[config.mk]
export PLATFORM = sky130hd
export DESIGN_NAME = axi_rd_arbiter
export DESIGN_NICKNAME = d
export VERILOG_FILES = /design/src/rtl/axi_rd_arbiter.sv
export SDC_FILE = /design/constraint.sdc
export NUM_CORES = 1
export LEC_CHECK = 0
export CAP_MARGIN = 0
export CORE_UTILIZATION = 36
export CTS_BUF_LIST = sky130_fd_sc_hd__clkbuf_2
export CTS_CLUSTER_SIZE = 30
export DETAILED_ROUTE_END_ITERATION = 8
export HOLD_SLACK_MARGIN = 0.12
export PLACE_DENSITY = 0.83
export SYNTH_ARGS = -nofsm -noshare
export SYNTH_HDL_FRONTEND = slang
export SYNTH_SLANG_ARGS = --single-unit
[constraint.sdc]
create_clock -name clk_i -period 2.2 [get_ports clk_i]
set_clock_uncertainty 0.05 [all_clocks]
set_input_delay 0.44 -clock clk_i [delete_from_list [all_inputs] [get_ports clk_i]]
set_output_delay 0.44 -clock clk_i [all_outputs]
set_load 0.01 [all_outputs]
[src/rtl/axi_rd_arbiter.sv]
// Round-robin arbiter sharing one AXI4 read channel between two refill masters.
// AR is registered (1-cycle issue latency); R is routed combinationally to the granted master.
module axi_rd_arbiter #(
    parameter int ADDR_W = 32,
    parameter int DATA_W = 32,
    parameter int ID_W   = 4
) (
    input  logic              clk_i,
    input  logic              rst_ni,

    input  logic              m0_arvalid_i,
    output logic              m0_arready_o,
    input  logic [ADDR_W-1:0] m0_araddr_i,
    input  logic [ID_W-1:0]   m0_arid_i,
    input  logic [7:0]        m0_arlen_i,
    input  logic [1:0]        m0_arburst_i,
    input  logic              m1_arvalid_i,
    output logic              m1_arready_o,
    input  logic [ADDR_W-1:0] m1_araddr_i,
    input  logic [ID_W-1:0]   m1_arid_i,
    input  logic [7:0]        m1_arlen_i,
    input  logic [1:0]        m1_arburst_i,

    output logic              m0_rvalid_o,
    input  logic              m0_rready_i,
    output logic              m1_rvalid_o,
    input  logic              m1_rready_i,
    output logic [DATA_W-1:0] m_rdata_o,
    output logic [1:0]        m_rresp_o,
    output logic [ID_W-1:0]   m_rid_o,
    output logic              m_rlast_o,

    output logic              axi_arvalid_o,
    input  logic              axi_arready_i,
    output logic [ADDR_W-1:0] axi_araddr_o,
    output logic [ID_W-1:0]   axi_arid_o,
    output logic [7:0]        axi_arlen_o,
    output logic [1:0]        axi_arburst_o,
    input  logic              axi_rvalid_i,
    output logic              axi_rready_o,
    input  logic [DATA_W-1:0] axi_rdata_i,
    input  logic [1:0]        axi_rresp_i,
    input  logic [ID_W-1:0]   axi_rid_i,
    input  logic              axi_rlast_i,

    output logic              busy_o,
    output logic              grant_o,
    output logic              len_err_o
);

    typedef enum logic [1:0] {IDLE, ADDR, DATA} state_t;

    state_t            state_q;
    logic              prio_q;
    logic              grant_q;
    logic              len_err_q;
    logic [7:0]        beat_cnt_q;
    logic [ADDR_W-1:0] ar_addr_q;
    logic [ID_W-1:0]   ar_id_q;
    logic [7:0]        ar_len_q;
    logic [1:0]        ar_burst_q;

    logic grant_d;
    logic accept;
    logic r_hs;

    // Round-robin only matters on a tie; a lone requester always wins.
    always_comb begin
        grant_d = grant_q;
        if (m0_arvalid_i && m1_arvalid_i) begin
            grant_d = prio_q;
        end else if (m1_arvalid_i) begin
            grant_d = 1'b1;
        end else if (m0_arvalid_i) begin
            grant_d = 1'b0;
        end
    end

    assign accept       = (state_q == IDLE) && (m0_arvalid_i || m1_arvalid_i);
    assign m0_arready_o = accept && !grant_d;
    assign m1_arready_o = accept &&  grant_d;

    assign axi_arvalid_o = (state_q == ADDR);
    assign axi_araddr_o  = ar_addr_q;
    assign axi_arid_o    = ar_id_q;
    assign axi_arlen_o   = ar_len_q;
    assign axi_arburst_o = ar_burst_q;

    assign axi_rready_o = (state_q == DATA) && (grant_q ? m1_rready_i : m0_rready_i);
    assign m0_rvalid_o  = (state_q == DATA) && !grant_q && axi_rvalid_i;
    assign m1_rvalid_o  = (state_q == DATA) &&  grant_q && axi_rvalid_i;
    assign r_hs         = axi_rvalid_i && axi_rready_o;

    assign m_rdata_o = axi_rdata_i;
    assign m_rresp_o = axi_rresp_i;
    assign m_rid_o   = axi_rid_i;
    assign m_rlast_o = axi_rlast_i;

    assign busy_o    = (state_q != IDLE);
    assign grant_o   = grant_q;
    assign len_err_o = len_err_q;

    always_ff @(posedge clk_i or negedge rst_ni) begin
        if (!rst_ni) begin
            state_q    <= IDLE;
            prio_q     <= 1'b0;
            grant_q    <= 1'b0;
            len_err_q  <= 1'b0;
            beat_cnt_q <= '0;
            ar_addr_q  <= '0;
            ar_id_q    <= '0;
            ar_len_q   <= '0;
            ar_burst_q <= '0;
        end else begin
            case (state_q)
                IDLE: begin
                    if (accept) begin
                        grant_q    <= grant_d;
                        ar_addr_q  <= grant_d ? m1_araddr_i  : m0_araddr_i;
                        ar_id_q    <= grant_d ? m1_arid_i    : m0_arid_i;
                        ar_len_q   <= grant_d ? m1_arlen_i   : m0_arlen_i;
                        ar_burst_q <= grant_d ? m1_arburst_i : m0_arburst_i;
                        beat_cnt_q <= '0;
                        state_q    <= ADDR;
                    end
                end
                ADDR: begin
                    if (axi_arready_i) begin
                        state_q <= DATA;
                    end
                end
                DATA: begin
                    if (r_hs) begin
                        if (beat_cnt_q != 8'hff) begin
                            beat_cnt_q <= beat_cnt_q + 8'd1;
                        end
                        // Short bursts are caught at rlast, long ones at the beat past arlen.
                        if (axi_rlast_i) begin
                            state_q <= IDLE;
                            prio_q  <= ~grant_q;
                            if (beat_cnt_q != ar_len_q) begin
                                len_err_q <= 1'b1;
                            end
                        end else if (beat_cnt_q == ar_len_q) begin
                            len_err_q <= 1'b1;
                        end
                    end
                end
                default: state_q <= IDLE;
            endcase
        end
    end

endmodule

==> results_dict.tcl <==
set metrics [dict create \
    setup_viol 0 \
    drv_cap 0 \
    hold_violations 0 \
    seq_area_um2 1476 \
    viasPerCell 4.906 \
    grt_max_degree 94 \
    drt-initial-drc-count 48 \
    grt_pass1_wl_um 14060 \
    postRouteAntennaNets 0 \
    syn_nets 474 \
    cts_buffer_depth 2 \
    numPortBuffers 156 \
    die_w_um 96.77 \
    root_buffer "clkbuf_2" \
    synthCells 334 \
    antenna-diode-count 0 \
    post_synth.cell_area_avg_um2 9.680 \
    relSlewSlack_pct 43.60 \
    async_flop_share_pct 100.0 \
    cts_tree "built" \
    ir_drop_mv 0.5764 \
    overflow 0 \
    setup_tns_ns 0 \
    ioPinCount 233 \
    placed_area_um2 4683 \
    synth_top_flop_cell "dfrtp_1" \
    totalWireLength_um 8364 \
    leakagePower_nw 2.160 \
    whs_ns 0.4394 \
    rows 34 \
    synth_edf_count 0 \
    cp-start-kind "flip-flop" \
    end_kind "output pin" \
    cts_sinks 59 \
    cts_buffers 9 \
    route.met3.wl_um 528 \
    synth_area_um2 3233 \
    drv_slew 0 \
    syn2layout_area_growth_pct 48.03 \
    wl_per_cell_um 14.55 \
    fin_crit_ns 2.069 \
    drive_above_1_share_pct 10.06 \
    ys_warn_count 0 \
    core_um2 8721 \
    first_pass_iters 4 \
    cts_setup_buffers 0 \
    place.detailed.hpwl_um 6361 \
    drc_errors 0 \
    ys_top_cells_by_count "dfrtp_1 (59), nand2_1 (54), mux2i_1 (47), o21ai_1 (47), buf_4 (40)" \
    crit_type "flip-flop to output pin" \
    htree_levels 3 \
    clock_latency_ns 0.47 \
    worstPathRequired_ns 1.71 \
    yosysMostFrequentCell "dfrtp_1" \
    fin_area_um2 4786 \
    fmax_mhz 483.3 \
    antenna_found_initial 0 \
    rsz0062_at_grt "yes" \
    grt_usage_pct 18.71 \
    ys_top_cells_by_area "dfrtp_1 (46%), mux2i_1 (15%), buf_4 (9.3%), o21ai_1 (7.3%), nand2_1 (6.3%)" \
    ys_ff_latch 59 \
    worstPathMaxFanout 2 \
    min_path_type "flip-flop to flip-flop" \
    clk_pin_slew_ns 0.16 \
    layout.nets 602 \
    met2_length_um 4164 \
    dr.max_layer_used "met4" \
    synth_cell_type_count 35 \
    die_h_um 96.77 \
    synth_top_cell_area_share_pct 45.67 \
    gp_congestion 0.8386 \
    period_share_pct 94.04 \
    start_util_pct 37.07 \
    p_per_area_nw_per_um2 1125 \
    status "completed" \
    dr_total_vias 2821 \
    tightestPinTransition_ns 0.8461 \
    grt_pass1_vias 2955 \
    dieArea_um2 9363 \
    synth_top_area_cell "dfrtp_1" \
    fillerInstances 780 \
    met1Wirelength_um 3359 \
    arrival_ns 1.58 \
    multi_input_area_um2 1386 \
    yosysSeqAreaShare_pct 45.67 \
]
through the flow:
stage | instances | utilization [%] | setup slack, ns | power, mW
final | 575 | 54.88 | 0.1311 | 5.382
after global routing | 575 | 54.88 | -0.03603 | 5.817
after CTS | 575 | 54.69 | -0.06169 | 5.435
after detailed placement | 558 | 53.70 | -0.3242 | 4.887
after global placement | 558 | 53.70 | -0.3193 | 4.783
after floorplan | 334 | - | 0.2695 | 3.391
worst max-delay path, stage by stage (launching register included):
cell     delay, ns
dfrtp_1       0.40
or2_1         0.25
or2_4         0.27
nor2_4        0.09
buf_6         0.11
state kept, by name, summed over array words and instances (netlist names):
signal and flops:
len_err_o 1, state_q 2, grant_o 1, axi_arid_o 4, axi_arlen_o 8, prio_q 1, axi_arburst_o 2, axi_araddr_o 32
beat_cnt_q 8
cells in the final DEF, fill, tap and decap left out, drive strengths merged, types with 2 or more instances in the layout:
| cell | n |
|---|---|
| nor4 | 2 |
| dlygate4sd2 | 3 |
| buf | 20 |
| o31ai | 2 |
| clkdlybuf4s50 | 148 |
| and3 | 2 |
| mux2i | 47 |
| or2 | 2 |
| dfrtp | 59 |
| inv | 3 |
| nand3 | 7 |
| nor2 | 12 |
| nand4 | 4 |
| nor3 | 4 |
| o21ai | 52 |
| nor2b | 2 |
| a22o | 6 |
| clkinv | 5 |
| clkbuf | 11 |
| xor2 | 8 |
| nand2 | 54 |
area by class of cell:
class | instances | share of cell area [%]
clock inverter | 6 | 0.6797
inverter | 3 | 0.2353
sequential | 59 | 30.85
timing repair buffer | 174 | 35.40
tap | 108 | 2.824
multi-input combinational | 215 | 28.97
clock buffer | 10 | 1.046
logic make-up after synthesis:
kind of cell / synth area share [%]
and+or+nand+nor: 12.73
AOI/OAI and AO/OA: 11.65
buffers and inverters: 12.50
DFF: 45.67
muxes: 14.90
xor gates and xnor gates: 2.167
adders and majority gates: 0.3869
path summary, 6_finish.rpt:
check                                          start  slack [ns]                            to  cells after the start
max in group asynchronous                     rst_ni        1.04  axi_araddr_o[24]$_DFFE_PN0P_                      3
min                            len_err_o$_DFFE_PN0P_        0.44         len_err_o$_DFFE_PN0P_                      1
min in group asynchronous                     rst_ni        0.45  axi_araddr_o[21]$_DFFE_PN0P_                      2
min reg2reg                    len_err_o$_DFFE_PN0P_        0.44         len_err_o$_DFFE_PN0P_                      1
max reg2reg                beat_cnt_q[2]$_DFFE_PN0P_        0.39         len_err_o$_DFFE_PN0P_                      4
max                           state_q[0]$_DFFE_PN0P_        0.13                  m0_arready_o                      4
power breakdown:
group	total [mW]	switching, mW	internal [mW]
combinational	3.00	1.41	1.59
sequential	1.84	0.285	1.55
clock	0.547	0.403	0.144
timing repair:
item / in CTS / in global routing
hold buffers: 1 / 0
pin swaps: 0 / 2
gates resized for setup: 17 / 8
setup endpoints to repair: 7 / 5
endpoints found under the hold margin: 24 / 0
per-layer routing:
metal	vias up	track usage (%)
met2	114	31.04
met1	1299	21.25
met3	39	5.853
met5	-	0
met4	0	10.68
li1	1369	-
Note: power is estimated with default switching activity, not from simulation.
